==> config.mk <==
export PLATFORM = sky130hd
export DESIGN_NAME = vga_text_engine
export DESIGN_NICKNAME = d
export VERILOG_FILES = /design/src/rtl/vga_text_engine.sv
export SDC_FILE = /design/constraint.sdc
export NUM_CORES = 1
export LEC_CHECK = 0
export CELL_PAD_IN_SITES_DETAIL_PLACEMENT = 1
export CELL_PAD_IN_SITES_GLOBAL_PLACEMENT = 1
export CORE_MARGIN = 8
export CORE_UTILIZATION = 25
export CTS_CLUSTER_DIAMETER = 50
export DETAILED_ROUTE_END_ITERATION = 10
export PLACE_DENSITY_LB_ADDON = 0.1
export SYNTH_ARGS = -nofsm -noshare
export SYNTH_HDL_FRONTEND = slang
export SYNTH_SLANG_ARGS = --single-unit
==> constraint.sdc <==
create_clock -name clk_i -period 1.69 [get_ports clk_i]
set_input_delay 0.2535 -clock clk_i [delete_from_list [all_inputs] [get_ports clk_i]]
set_output_delay 0.2535 -clock clk_i [all_outputs]
set_load 0.01 [all_outputs]
==> src/rtl/vga_text_engine.sv <==
// Command sequencer for the VGA text buffer: hardware clear and scroll-up, with host writes always winning the write port.
// Optional build macro VGA_TEXT_STALL_CNT_EN adds stall_cnt_o, a saturating count of engine writes stalled by the host.
//
// state  | meaning
// IDLE   | ready for a command
// CLR    | write fill word to every buffer word
// SC_RD  | present source address (idx + one row)
// SC_LAT | capture read data into hold
// SC_WR  | write hold to idx
// FILL   | write fill word over the vacated bottom row
// DONE   | one-cycle completion pulse
module vga_text_engine #(
   parameter int N_WORDS    = 600,
   parameter int ROW_WORDS  = 20,
   parameter int ADDR_WIDTH = 10,
   parameter int DATA_WIDTH = 28
) (
   input  logic                  clk_i,
   input  logic                  rst_i,
   input  logic                  cmd_valid_i,
   input  logic [1:0]            cmd_op_i,
   input  logic [6:0]            cmd_fill_i,
   output logic                  cmd_ready_o,
   output logic                  busy_o,
   output logic                  done_o,
   input  logic                  host_wr_en_i,
   input  logic [ADDR_WIDTH-1:0] host_addr_i,
   input  logic [DATA_WIDTH-1:0] host_data_i,
   input  logic [3:0]            host_wstrb_i,
   output logic                  buf_wr_en_o,
   output logic [ADDR_WIDTH-1:0] buf_waddr_o,
   output logic [DATA_WIDTH-1:0] buf_wdata_o,
   output logic [3:0]            buf_wstrb_o,
   output logic [ADDR_WIDTH-1:0] buf_raddr_o,
   input  logic [DATA_WIDTH-1:0] buf_rdata_i
`ifdef VGA_TEXT_STALL_CNT_EN
   ,
   output logic [15:0]           stall_cnt_o
`endif
);

   typedef enum logic [2:0] {
      IDLE, CLR, SC_RD, SC_LAT, SC_WR, FILL, DONE
   } state_t;

   localparam logic [ADDR_WIDTH-1:0] LAST_IDX   = ADDR_WIDTH'(N_WORDS - 1);
   localparam logic [ADDR_WIDTH-1:0] LAST_MV    = ADDR_WIDTH'(N_WORDS - ROW_WORDS - 1);
   localparam logic [ADDR_WIDTH-1:0] FILL_START = ADDR_WIDTH'(N_WORDS - ROW_WORDS);
   localparam logic [ADDR_WIDTH-1:0] ROW_OFS    = ADDR_WIDTH'(ROW_WORDS);

   state_t                state, state_nxt;
   logic [ADDR_WIDTH-1:0] idx, idx_nxt;
   logic [DATA_WIDTH-1:0] hold, hold_nxt;
   logic [6:0]            fill_q, fill_nxt;
   logic                  eng_wr;
   logic [DATA_WIDTH-1:0] eng_data;

   always_ff @(posedge clk_i or posedge rst_i) begin
      if (rst_i) begin
         state  <= IDLE;
         idx    <= '0;
         hold   <= '0;
         fill_q <= '0;
      end else begin
         state  <= state_nxt;
         idx    <= idx_nxt;
         hold   <= hold_nxt;
         fill_q <= fill_nxt;
      end
   end

   always_comb begin
      state_nxt   = state;
      idx_nxt     = idx;
      hold_nxt    = hold;
      fill_nxt    = fill_q;
      cmd_ready_o = 1'b0;
      busy_o      = 1'b0;
      done_o      = 1'b0;
      buf_raddr_o = '0;
      eng_wr      = 1'b0;
      eng_data    = hold;
      case (state)
         IDLE: begin
            cmd_ready_o = 1'b1;
            if (cmd_valid_i) begin
               fill_nxt = cmd_fill_i;
               idx_nxt  = '0;
               case (cmd_op_i)
                  2'b01:   state_nxt = CLR;
                  2'b10:   state_nxt = SC_RD;
                  default: state_nxt = DONE;
               endcase
            end
         end
         CLR, FILL: begin
            busy_o   = 1'b1;
            eng_wr   = 1'b1;
            eng_data = {4{fill_q}};
            // a stalled slot is simply retried next cycle with the same idx
            if (!host_wr_en_i) begin
               if (idx == LAST_IDX) state_nxt = DONE;
               else                 idx_nxt   = idx + 1'b1;
            end
         end
         SC_RD: begin
            busy_o      = 1'b1;
            buf_raddr_o = idx + ROW_OFS;
            state_nxt   = SC_LAT;
         end
         SC_LAT: begin
            busy_o    = 1'b1;
            hold_nxt  = buf_rdata_i;
            state_nxt = SC_WR;
         end
         SC_WR: begin
            busy_o = 1'b1;
            eng_wr = 1'b1;
            if (!host_wr_en_i) begin
               if (idx == LAST_MV) begin
                  idx_nxt   = FILL_START;
                  state_nxt = FILL;
               end else begin
                  idx_nxt   = idx + 1'b1;
                  state_nxt = SC_RD;
               end
            end
         end
         DONE: begin
            done_o    = 1'b1;
            state_nxt = IDLE;
         end
         default: state_nxt = IDLE;
      endcase
   end

   always_comb begin
      buf_wr_en_o = host_wr_en_i | eng_wr;
      buf_waddr_o = idx;
      buf_wdata_o = eng_data;
      buf_wstrb_o = 4'b1111;
      if (host_wr_en_i) begin
         buf_waddr_o = host_addr_i;
         buf_wdata_o = host_data_i;
         buf_wstrb_o = host_wstrb_i;
      end
   end

`ifdef VGA_TEXT_STALL_CNT_EN
   logic stall;
   assign stall = eng_wr & host_wr_en_i;

   always_ff @(posedge clk_i or posedge rst_i) begin
      if (rst_i)                               stall_cnt_o <= '0;
      else if (cmd_valid_i && cmd_ready_o)     stall_cnt_o <= '0;
      else if (stall && stall_cnt_o != 16'hFFFF) stall_cnt_o <= stall_cnt_o + 16'd1;
   end
`endif

endmodule
==> metrics.txt <==
# TYPE chip_impl_metric gauge
chip_impl_info{name="status",value="finished, violations left"} 1
chip_impl_info{name="violated_checks",value="setup timing"} 1
chip_impl_metric{name="first_pass_grt_wire_length",unit="µm"} 21390
chip_impl_metric{name="fillers",unit=""} 1341
chip_impl_metric{name="numCtsBuffers",unit=""} 5
chip_impl_metric{name="syn_nets",unit=""} 423
chip_impl_metric{name="yosys_register_bits",unit=""} 48
chip_impl_metric{name="maxCapViolCount",unit=""} 0
chip_impl_metric{name="timing.critical_path.required",unit="ns"} 1.44
chip_impl_metric{name="post-route-worst-setup-slack",unit="ns"} -0.1783
chip_impl_info{name="timing.rr.end",value="hold[8]$_DFFE_PP0P_"} 1
chip_impl_metric{name="final-seq-area",unit="µm²"} 1204
chip_impl_metric{name="clk-insertion-delay-late",unit="ns"} 0.29
chip_impl_metric{name="drt-initial-drc-count",unit=""} 104
chip_impl_metric{name="layout_skew",unit="ns"} 0.004258
chip_impl_metric{name="multi_input_comb_area",unit="µm²"} 2265
chip_impl_metric{name="tightest_slew",unit="ns"} 0.3880
chip_impl_metric{name="fin_tns_setup",unit="ns"} -9.165
chip_impl_metric{name="layout_worst_path_cycle_share",unit="%"} 110.6
chip_impl_metric{name="dpl.cell_count",unit=""} 656
chip_impl_metric{name="routed_via_density",unit=""} 4.903
chip_impl_info{name="worst-setup-path-type",value="flip-flop to output pin"} 1
chip_impl_metric{name="die_width",unit="µm"} 126.5
chip_impl_metric{name="clkTransAtPathRegs",unit="ns"} 0.07
chip_impl_info{name="grt_setup_unrepaired",value="yes"} 1
chip_impl_metric{name="number_of_flops_mapped_to_enable_cells_by_yosys",unit=""} 0
chip_impl_metric{name="syn-instance-count",unit=""} 335
chip_impl_metric{name="synth_area",unit="µm²"} 3053
chip_impl_metric{name="die_y",unit="µm"} 126.5
chip_impl_metric{name="num-nets-final",unit=""} 641
chip_impl_info{name="rr_startpoint",value="state[1]$_DFFE_PP0P_"} 1
chip_impl_metric{name="std_cell_core_area",unit="µm²"} 11960
chip_impl_metric{name="synthArstFlopShare",unit="%"} 100.0
chip_impl_metric{name="syn-mean-instance-area",unit="µm²"} 9.113
chip_impl_metric{name="yosysWarnings",unit=""} 0
chip_impl_metric{name="setup-violations-final",unit=""} 86
chip_impl_info{name="path_common_cell",value="sky130_fd_sc_hd__buf_6"} 1
chip_impl_metric{name="hold_viol",unit=""} 0
chip_impl_metric{name="drt-total-wl",unit="µm"} 14050
chip_impl_metric{name="clock_path_buffers",unit=""} 2
chip_impl_metric{name="layout.cell_area.non_filler",unit="µm²"} 6090
chip_impl_metric{name="core.rowCount",unit=""} 40
chip_impl_metric{name="grt.overflow.total",unit=""} 0
chip_impl_info{name="cp_endpoint_kind",value="output pin"} 1
chip_impl_metric{name="cp_data_arrival_time",unit="ns"} 1.61
chip_impl_metric{name="dpl_cell_area",unit="µm²"} 5007
chip_impl_metric{name="final_power",unit="mW"} 9.975
chip_impl_metric{name="maxClockFrequency",unit="GHz"} 0.5352
chip_impl_metric{name="ant_nets",unit=""} 0
chip_impl_metric{name="io_buffers",unit=""} 138
chip_impl_metric{name="drcViolationCount",unit=""} 0
chip_impl_metric{name="cellPowerDensity",unit="nW/µm²"} 1638
chip_impl_info{name="timing.critical_path.slowest_stage_cell",value="sky130_fd_sc_hd__dfrtp_1"} 1
chip_impl_info{name="tritoncts",value="built"} 1
chip_impl_metric{name="num_vias",unit=""} 3437
chip_impl_metric{name="dpl.hpwl",unit="µm"} 9842
chip_impl_metric{name="clkSinkCount",unit=""} 48
chip_impl_metric{name="globalRouteTotalUtil",unit="%"} 16.83
chip_impl_metric{name="leakage",unit="nW"} 2.580
chip_impl_metric{name="antenna-diode-count",unit=""} 0
chip_impl_metric{name="post-route-min-period",unit="ns"} 1.868
chip_impl_metric{name="synthesis_to_finish_area_growth",unit="%"} 99.47
chip_impl_info{name="synth_ff_type",value="sky130_fd_sc_hd__dfrtp_1"} 1
chip_impl_metric{name="die_area",unit="µm²"} 16000
chip_impl_metric{name="dpl_worst_slack",unit="ns"} -0.4049
chip_impl_info{name="crit_path_cell_trace",value="buf_6 > buf_6 > buf_8 > o21ba_4 > or2_4 > buf_6"} 1
chip_impl_metric{name="cts-htree-levels",unit=""} 2
chip_impl_metric{name="io-pin-count",unit=""} 139
chip_impl_metric{name="grt_antenna_before_repair",unit=""} 0
chip_impl_metric{name="synth.distinct_cells",unit=""} 42
chip_impl_metric{name="postLayoutCoreUtil",unit="%"} 50.91
chip_impl_metric{name="drt_pass1_iterations",unit=""} 4
chip_impl_metric{name="gp_congestion",unit=""} 0.8209
chip_impl_metric{name="regToRegSetupSlack",unit="ns"} -0.16
chip_impl_metric{name="power.ir.vdd_worst",unit="µV"} 786.9
chip_impl_metric{name="slew_viol_final",unit=""} 0
chip_impl_metric{name="wl_per_cell",unit="µm"} 20.04
chip_impl_metric{name="final_layout_worst_hold_slack",unit="ns"} 0.2552
chip_impl_metric{name="critical-path-max-stage-delay",unit="ns"} 0.42
chip_impl_metric{name="timing.slew.headroom",unit="%"} 74.10
chip_impl_metric{name="layout.cells.non_filler",unit=""} 701
chip_impl_metric{name="depth_of_the_most_critical_reg_to_reg_path",unit=""} 7
chip_impl_metric{name="cts_hold_buffers",unit=""} 0
chip_impl_metric{name="starting_density",unit="%"} 25.52
chip_impl_info{name="cts.root.buffer_cell",value="sky130_fd_sc_hd__clkbuf_16"} 1
chip_impl_metric{name="final_layout_size_suffix_gt1_share",unit="%"} 52.89
chip_impl_metric{name="grt_pass1_vias",unit=""} 3932
chip_impl_metric{name="grt_max_degree",unit=""} 47
chip_impl_metric{name="crit_fanout",unit=""} 5
chip_impl_metric{name="synth_seq_area_share",unit="%"} 39.34
chip_impl_info{name="tightest_hold_check_type",value="input port to asynchronous set/reset pin"} 1
chip_impl_info{name="critical_path.startpoint_type",value="flip-flop"} 1
-- routing by layer --
layer / track usage (%) / share of wire [%]
met1: 19.19 / 42
met2: 30.97 / 52
met3: 3.729 / 4.6
met4: 4.176 / 1.8
met5: 0 / 0
-- where the power goes --
| group | leakage (nW) | internal, mW | total [mW] | switching (mW) |
|---|---|---|---|---|
| combinational | 1.92 | 3.62 | 6.62 | 3.00 |
| clock | 0.0798 | 0.696 | 1.16 | 0.464 |
| sequential | 0.578 | 1.71 | 2.19 | 0.482 |
-- cell usage after synthesis (2+ instances only) --
cell type	number	area share, %
sky130_fd_sc_hd__dfrtp_1	48	39
sky130_fd_sc_hd__nand2_1	44	5.4
sky130_fd_sc_hd__o21ai_0	42	6.9
sky130_fd_sc_hd__mux2_2	38	14
sky130_fd_sc_hd__a21oi_1	37	6.1
sky130_fd_sc_hd__clkbuf_1	14	1.7
sky130_fd_sc_hd__inv_1	13	1.6
sky130_fd_sc_hd__nor2_1	10	1.2
sky130_fd_sc_hd__and2_1	8	1.6
sky130_fd_sc_hd__buf_2	8	1.3
sky130_fd_sc_hd__nand2b_1	7	1.4
sky130_fd_sc_hd__or3_1	6	1.2
sky130_fd_sc_hd__and3_1	5	1.0
sky130_fd_sc_hd__ha_1	5	2.0
sky130_fd_sc_hd__o221ai_2	5	2.5
sky130_fd_sc_hd__nor3_1	4	0.66
sky130_fd_sc_hd__o211ai_1	4	0.98
sky130_fd_sc_hd__buf_6	3	1.1
sky130_fd_sc_hd__nand3_1	3	0.49
sky130_fd_sc_hd__nand4_1	3	0.61
sky130_fd_sc_hd__o2bb2ai_1	3	0.86
sky130_fd_sc_hd__o2111ai_1	2	0.57
sky130_fd_sc_hd__o21ba_2	2	0.66
sky130_fd_sc_hd__xnor2_1	2	0.57
sky130_fd_sc_hd__xor2_1	2	0.57
-- cells in the final DEF (no fill, tap or decap), types with 9 or more instances in the layout --
cell type,netlist,layout
sky130_fd_sc_hd__buf_6,3,35
sky130_fd_sc_hd__nand2_1,44,40
sky130_fd_sc_hd__and2_4,1,9
sky130_fd_sc_hd__a21oi_4,0,11
sky130_fd_sc_hd__buf_4,0,56
sky130_fd_sc_hd__o21ai_1,0,28
sky130_fd_sc_hd__mux2_4,0,10
sky130_fd_sc_hd__mux2_2,38,28
sky130_fd_sc_hd__clkdlybuf4s50_1,0,85
sky130_fd_sc_hd__buf_2,8,38
sky130_fd_sc_hd__a21oi_2,0,24
sky130_fd_sc_hd__dfrtp_1,48,46
-- timing repair --
action / CTS / global route
pin swaps: 31 / 47
endpoints found under the hold margin: 0 / 0
buffers inserted: 24 / 15
cloned: 4 / 2
gates resized for setup: 299 / 98
setup endpoints to repair: 100 / 94
-- state kept, by name (all words and copies together) (netlist names) --
signal / cells
fill_q: 7
hold: 28
state: 3
idx: 10
-- cell type report --
cell class | count | share of cell area [%]
Tap cell | 147 | 3.020
Clock buffer | 5 | 2.055
Multi-Input combinational cell | 249 | 37.19
Clock inverter | 3 | 0.6986
Sequential cell | 48 | 19.77
Inverter | 13 | 1.027
Timing Repair Buffer | 236 | 36.24
-- worst max-delay path: cells and delay by family, from the launching register on --
family / cells / cell delay [ns]
AND/OR/NAND/NOR: 1 / 0.23
flip-flops: 1 / 0.42
AO/OA/AOI/OAI: 1 / 0.17
buffers and inverters: 4 / 0.50
-- kinds of logic after synthesis --
logic type / share of synthesized area (%)
AOI/OAI and AO/OA: 21.19
xor gates and xnor gates: 1.148
adders and majority gates: 2.049
buffers and inverters: 5.738
DFF: 39.34
muxes: 14.34
and+or+nand+nor: 16.19
-- worst max-delay path by stage --
stage                               from               to  slack (ns)  depth (start not counted)
floorplan           state[0]$_DFFE_PP0P_  buf_wdata_o[10]       -0.06                          6
global placement    state[1]$_DFFE_PP0P_  buf_wdata_o[26]       -0.31                          6
detailed placement  state[1]$_DFFE_PP0P_  buf_wdata_o[13]       -0.40                          6
CTS                 state[1]$_DFFE_PP0P_  buf_wdata_o[22]       -0.25                          5
global route          idx[2]$_DFFE_PP0P_   buf_raddr_o[6]       -0.23                          7
finish              state[1]$_DFFE_PP0P_      buf_wr_en_o       -0.18                          6
(Power assumes the default switching activity.)
